<file path="src/rtl/sum_pkg.sv">
// Shared types and width helpers for the sum_accum packet-sum accumulator.
package sum_pkg;

  typedef enum logic {
    ACCUM = 1'b0,
    HOLD  = 1'b1
  } state_t;

  // Width needed to hold the exact sum of all lanes of one beat.
  function automatic int unsigned tree_width(input int unsigned width,
                                             input int unsigned lanes);
    return width + int'($clog2(lanes));
  endfunction

endpackage

</file>
<file path="src/rtl/sum_tree.sv">
// Combinational pairwise adder tree: exact sum of LANES unsigned lanes.
module sum_tree
  import sum_pkg::*;
#(
  parameter int unsigned LANES = 16,
  parameter int unsigned WIDTH = 16
) (
  input  logic [LANES*WIDTH-1:0]              in_data,
  output logic [tree_width(WIDTH, LANES)-1:0] sum
);

  localparam int unsigned SUM_W  = tree_width(WIDTH, LANES);
  localparam int unsigned LEVELS = $clog2(LANES);

  // Level 0 holds the zero-extended lanes; each further level halves the count.
  for (genvar l = 0; l <= LEVELS; l++) begin : g_lvl
    localparam int unsigned N = LANES >> l;
    logic [SUM_W-1:0] v [N];

    if (l == 0) begin : g_leaf
      for (genvar i = 0; i < N; i++) begin : g_lane
        assign v[i] = SUM_W'(in_data[i*WIDTH +: WIDTH]);
      end
    end else begin : g_add
      for (genvar i = 0; i < N; i++) begin : g_pair
        assign v[i] = g_lvl[l-1].v[2*i] + g_lvl[l-1].v[2*i+1];
      end
    end
  end

  assign sum = g_lvl[LEVELS].v[0];

endmodule

</file>
<file path="src/rtl/sum_accum.sv">
// Packet-sum accumulator: sums all lanes of every beat of a packet and holds
// the result until consumed. Define SUM_SATURATE_EN to clamp instead of wrap.
module sum_accum
  import sum_pkg::*;
#(
  parameter int unsigned LANES     = 16,
  parameter int unsigned WIDTH     = 16,
  parameter int unsigned ACC_WIDTH = 16
) (
  input  logic                   clk,
  input  logic                   rst,
  input  logic                   in_valid,
  output logic                   in_ready,
  input  logic [LANES*WIDTH-1:0] in_data,
  input  logic                   in_last,
  output logic                   out_valid,
  input  logic                   out_ready,
  output logic [ACC_WIDTH-1:0]   out_sum,
  output logic                   out_overflow
);

  localparam int unsigned SUM_W = tree_width(WIDTH, LANES);
  localparam int unsigned EXT_W = ((ACC_WIDTH > SUM_W) ? ACC_WIDTH : SUM_W) + 1;

  state_t               state, state_next;
  logic [ACC_WIDTH-1:0] acc_next;
  logic                 ovf_next;
  logic [SUM_W-1:0]     beat_sum;
  logic [EXT_W-1:0]     total;
  logic                 beat_ovf;

  sum_tree #(
    .LANES (LANES),
    .WIDTH (WIDTH)
  ) u_tree (
    .in_data (in_data),
    .sum     (beat_sum)
  );

  // Exact accumulator + beat sum; any bit above ACC_WIDTH means overflow.
  assign total    = EXT_W'(out_sum) + EXT_W'(beat_sum);
  assign beat_ovf = |total[EXT_W-1:ACC_WIDTH];

  always_comb begin
    state_next = state;
    acc_next   = out_sum;
    ovf_next   = out_overflow;
    unique case (state)
      ACCUM: begin
        if (in_valid) begin
          ovf_next = out_overflow | beat_ovf;
`ifdef SUM_SATURATE_EN
          acc_next = beat_ovf ? {ACC_WIDTH{1'b1}} : total[ACC_WIDTH-1:0];
`else
          acc_next = total[ACC_WIDTH-1:0];
`endif
          if (in_last) begin
            state_next = HOLD;
          end
        end
      end
      HOLD: begin
        if (out_ready) begin
          acc_next   = '0;
          ovf_next   = 1'b0;
          state_next = ACCUM;
        end
      end
      default: state_next = ACCUM;
    endcase
  end

  // The accumulator doubles as the result register; it cannot move in HOLD.
  always_ff @(posedge clk) begin
    if (rst) begin
      state        <= ACCUM;
      out_sum      <= '0;
      out_overflow <= 1'b0;
      in_ready     <= 1'b1;
      out_valid    <= 1'b0;
    end else begin
      state        <= state_next;
      out_sum      <= acc_next;
      out_overflow <= ovf_next;
      in_ready     <= (state_next == ACCUM);
      out_valid    <= (state_next == HOLD);
    end
  end

endmodule

</file>
<file path="config.mk">
export PLATFORM = sky130hd
export DESIGN_NAME = sum_accum
export DESIGN_NICKNAME = d
export VERILOG_FILES = /design/src/rtl/sum_pkg.sv /design/src/rtl/sum_tree.sv /design/src/rtl/sum_accum.sv
export SDC_FILE = /design/constraint.sdc
export NUM_CORES = 1
export LEC_CHECK = 0
export ABC_AREA = 1
export BUFFER_PORTS_ARGS = -buffer_cell sky130_fd_sc_hd__buf_2
export CAP_MARGIN = 10
export CELL_PAD_IN_SITES_DETAIL_PLACEMENT = 1
export CELL_PAD_IN_SITES_GLOBAL_PLACEMENT = 1
export CORE_ASPECT_RATIO = 0.8
export CORE_MARGIN = 2
export CORE_UTILIZATION = 35
export CTS_BUF_LIST = sky130_fd_sc_hd__clkbuf_8
export DETAILED_ROUTE_END_ITERATION = 10
export GPL_TIMING_DRIVEN = 0
export PLACE_DENSITY = 0.86
export SYNTH_ARGS = -nofsm -noshare
export SYNTH_HDL_FRONTEND = slang
export SYNTH_HIERARCHICAL = 1
export SYNTH_SLANG_ARGS = --single-unit
</file>
<file path="constraint.sdc">
create_clock -name clk -period 10.86 [get_ports clk]
set_clock_uncertainty 0.15 [all_clocks]
set_input_delay 1.086 -clock clk [delete_from_list [all_inputs] [get_ports clk]]
set_output_delay 1.086 -clock clk [all_outputs]
set_load 0.05 [all_outputs]
</file>
# --- After elaboration in Yosys (flattened, before gate mapping) ---
# Cells that the tools add are included.
op_classes:
  n_addsub: 16
  eq_ne: 2
  muxes: 10
  bitwise_logic: 3
  reduce_logical: 2
op_table:
  columns: ["op", "count"]
  rows:
  - ["$add A20 B20 Y20", 7]
  - ["$add A16 B16 Y17", 8]
  - ["$mux W16", 2]
  - ["$pmux W16 S2", 1]
  - ["$add A16 B20 Y21", 1]
  - ["$mux W1", 5]
  - ["$reduce_or A5 Y1", 1]
  - ["$ne A2 B2 Y1 const B", 2]
  - ["$pmux W1 S2", 2]
  - ["$not A1 Y1", 2]
  - ["$reduce_and A2 Y1", 1]
  - ["$or A1 B1 Y1", 1]
word_totals:
  register_bits: 19
  input_bits: 261
  output_inout_bits: 19
  elab_cells: 37

# --- Depth between registers and ports, before layout ---
logic_depth:
  ltp_word: 9
  mapped_depth: 36

# --- Cells and area by module ---
# The synthesis kept the hierarchy.
modules_own_cells:
  columns: ["module", "n_inst", "cells_each", "area_per_inst_um2", "seq_area_each_um2"]
  rows:
  - ["sum_tree", 1, 765, 6821.5, 0.0]
  - ["sum_accum", 1, 279, 1736.7, 380.4]

# --- Worst setup path after synthesis ---
# Ideal clock, no wire load.
synth_path:
  path_kind: "input-to-reg"
  start: "in in_data[194]"
  end: "reg out_overflow"
  setup_ns: 0.131
  arrival_time_ns: 6.572
  required_time_ns: 10.579
  setup_slack_ns: 4.008
  stages: 33
  n_path_buf: 0
  cell_sequence: "inv_1 > fa_1 > fa_1 > inv_1 > fa_1 > fa_1 > fa_1 > inv_1 > fa_1 > inv_1 > ha_1 > fa_1 > nand3_1 > nand2_1 > nand2_1 > nand2_1 > nand2_1 > nand2_1 > nand2_1 > nand2_1 > ha_1 > nand2_1 > inv_1 > nand2_1 > nand2_1 > a21oi_1 > nand3_2 > nand2_1 > nand3_1 > nor2_1 > nand2_1 > nand2_1 > a21oi_2"
synth_via:
  elab_chain_len: 9
synth_rtl:
  columns: ["element", "line_no", "rtl"]
  rows:
  - ["start: declaration", "sum_accum.sv:14", "input logic [LANES*WIDTH-1:0] in_data,"]
  - ["$add A16 B16 Y17", "sum_tree.sv:26", "assign v[i] = g_lvl[l-1].v[2*i] + g_lvl[l-1].v[2*i+1];"]
  - ["$add A20 B20 Y20 (3 in a row)", "sum_tree.sv:26", null]
  - ["net beat_sum[14]", "sum_accum.sv:28", "logic [SUM_W-1:0] beat_sum;"]
  - ["$add A16 B20 Y21", "sum_accum.sv:41", "assign total = EXT_W'(out_sum) + EXT_W'(beat_sum);"]
  - ["$reduce_or A5 Y1", "sum_accum.sv:42", "assign beat_ovf = |total[EXT_W-1:ACC_WIDTH];"]
  - ["$or A1 B1 Y1", "sum_accum.sv:51", "ovf_next = out_overflow | beat_ovf;"]
  - ["$mux W1", "sum_accum.sv:50", "if (in_valid) begin"]
  - ["$pmux W1 S2", "sum_accum.sv:48", "unique case (state)"]
  - ["end signal: assignment", "sum_accum.sv:84", "out_overflow <= ovf_next;"]
  - ["end: declaration", "sum_accum.sv:19", "output logic out_overflow"]
# The timed path passes the listed nets, and every way through them passes these cells. The select of a mux whose other input is x is not followed.
# A chain may end at the register's enable or synchronous reset.

# --- Worst setup path after layout ---
layout_path:
  start: "in in_data[98]"
  end: "reg out_overflow"
# The elaborated chain is that of the path after synthesis.

==> impl_metrics.env <==
export IMPL_met2WireLength_um=13300
export IMPL_cts_inserted_buffers=3
export IMPL_worstPathArrival_ps=7410
export IMPL_place_congestion=0.861
export IMPL_worstPathMaxFanout=6
export IMPL_clock_sinks=19
export IMPL_r2r_start="out_sum[0]"
export IMPL_drc_errors=0
export IMPL_crit_path_end_kind="register"
export IMPL_cts_tree="built"
export IMPL_relSlewSlack_pct=50.1
export IMPL_io_buffer_count=278
export IMPL_cpPeakStageDelay_ps=550
export IMPL_drv_cap=0
export IMPL_start_kind="input port"
export IMPL_core_um2=24200
export IMPL_crit_type="input port to register"
export IMPL_min_path_cells=2
export IMPL_final_common_cell="inv_1"
export IMPL_finish_utilization_pct=43.0
export IMPL_synthesis_nets=1571
export IMPL_period_minus_slack_ps=7430
export IMPL_status="finished, final reports clean"
export IMPL_clkLatencyLatePin_ps=270
export IMPL_yosys_warnings=6
export IMPL_clk_path_buf_depth=2
export IMPL_top_layer_used="met4"
export IMPL_r2r_setup_slack_ps=8440
export IMPL_synth_area_leaders="fa_1 (52%), inv_1 (18%), ha_1 (6.6%), nand2_1 (6.4%), dfxtp_1 (4.4%)"
export IMPL_synth_distinct_cells=31
export IMPL_slowest_stage="fa_1"
export IMPL_synth_top_area_cell="fa_1"
export IMPL_final_cell_mix="inv_1 (410), buf_2 (280), fa_1 (221), nand2_1 (146), a21oi_1 (53)"
export IMPL_avgRoutedWirePerCell_um=14.5
export IMPL_wl_um=23900
export IMPL_route_vias_total=7271
export IMPL_syn_avg_cell_area_um2=8.20
export IMPL_initial_core_util_pct=35.4
export IMPL_r2r_end="out_overflow"
export IMPL_netlist_area_leader_share_pct=51.7
export IMPL_die_x_um=179
export IMPL_drt_met1_wl_um=8890
export IMPL_wl_met3_um=1490
export IMPL_seq_area_frac_synth_pct=4.44
export IMPL_synth_seq_cells=19
export IMPL_drt_initial_drc_count=103
export IMPL_hold_path_class="register to register"
export IMPL_reg2regPathDepth=15
export IMPL_clkTransAtPathRegs_ps=80
export IMPL_num_rows=51
export IMPL_cts_hold_fix_buffers=0
export IMPL_syn_area_um2=8560
export IMPL_min_from="out_overflow"
export IMPL_finalCritPeriodShare_pct=68.4
export IMPL_grt_max_degree=11
export IMPL_via_per_inst=4.42
export IMPL_grt_antenna_before_repair=1
export IMPL_crit_top_cell="nand2_1"
export IMPL_setup_viol=0
export IMPL_drt_pass1_iterations=4
export IMPL_area_growth_pct=21.5
export IMPL_ant_nets=0
export IMPL_cp_required_ps=10840
export IMPL_nets=1854
export IMPL_grt_pass1_wl_um=38500
export IMPL_rsz0062_at_grt="no"
export IMPL_dp_hpwl_um=23000
export IMPL_grt_remaining_overflow=0
export IMPL_drive_gt1_share_pct=23.8
export IMPL_die_y_um=144
export IMPL_timing_hold_violations_final=0
export IMPL_whs_endpoint="out_overflow"
export IMPL_syn_instance_count=1044
export IMPL_fin_tns_setup_ps=0
export IMPL_cts_root_buffer="clkbuf_8"
export IMPL_tightest_slew_ps=746
export IMPL_fmax_mhz=135
export IMPL_cts_repair_timing_setup_buffer_count=0
export IMPL_cts_resized=0
export IMPL_ios=280
export IMPL_slew_viol_final=0
export IMPL_cts_htree_levels=1
export IMPL_grt_use_total_pct=18.8
export IMPL_grt_pass1_vias=8411
export IMPL_design_die_area_um2=25700
==> cell usage after synthesis <==
cell type,count
or2_2,2
nor2_1,37
a21oi_1,53
nor3_1,3
a21oi_2,3
nor2_2,5
inv_2,4
xnor2_1,1
nand2_1,146
nand3_2,6
nor4_1,1
nor4_2,1
clkbuf_1,2
nand2_2,9
nor2_4,2
nand3b_1,1
nand4_1,2
and2_1,3
inv_1,409
ha_1,45
o21ai_1,2
buf_2,2
o21ai_0,21
nand3_1,28
o22ai_1,1
a31oi_1,2
a21o_1,4
o21bai_1,2
dfxtp_1,19
fa_1,221
xor2_1,7
==> routing by layer <==
metal / up-vias / global-route usage [%]
li1: 3471 / -
met1: 3571 / 20.8
met2: 206 / 38.2
met3: 23 / 2.70
met4: 0 / 2.57
met5: - / 0
==> metrics by stage <==
step | setup slack, ps | std cells | hold WS [ps] | instance area, um2
after floorplan | 4010 | 1044 | 545 | 8560
after global placement | 3290 | 1640 | 316 | 10300
after detailed placement | 3160 | 1640 | 336 | 10300
after CTS | 3410 | 1644 | 350 | 10400
after global routing | 3070 | 1644 | 369 | 10400
final | 3430 | 1645 | 343 | 10400
==> flip-flops by register name (all words and copies together) (netlist names) <==
signal / flops
state: 1
out_overflow: 1
in_ready: 1
out_sum: 16
==> final cells by class <==
cell class | count | area [um2]
clock inverters | 1 | 3.75
plain buffers | 4 | 17.5
flip-flops and latches | 19 | 380
repair buffers | 278 | 1390
multi-input cells | 608 | 6610
diodes | 1 | 2.50
fillers | 3034 | 13800
clock buffers | 3 | 41.3
well taps | 318 | 398
inverters | 413 | 1550
==> cells by family after synthesis <==
kind of cell	synth area share, %
buf+inv	18.3
xor+xnor	0.819
simple gates	12.6
fa+ha+maj	58.3
compound gates	5.50
flops	4.44
==> critical path: cells and delay by family <==
| kind | cells | cell delay, ps |
|---|---|---|
| and+or+nand+nor | 17 | 1500 |
| buffers and inverters | 6 | 370 |
| AOI/OAI and AO/OA | 2 | 290 |
| adders and majority gates | 9 | 4150 |
==> how the worst max path moves through the flow <==
stage | slack [ps] | startpoint | depth (start not counted) | end
floorplan | 4010 | in_data[194] | 33 | out_overflow
global placement | 3290 | in_data[98] | 30 | out_overflow
detailed placement | 3160 | in_data[98] | 34 | out_overflow
CTS | 3410 | in_data[98] | 34 | out_overflow
global route | 3070 | in_data[98] | 34 | out_overflow
finish | 3430 | in_data[98] | 34 | out_overflow
Power is left out: the tool's default activity adds up to more than one toggle a clock period on the data nets, which glitch-free logic cannot reach.
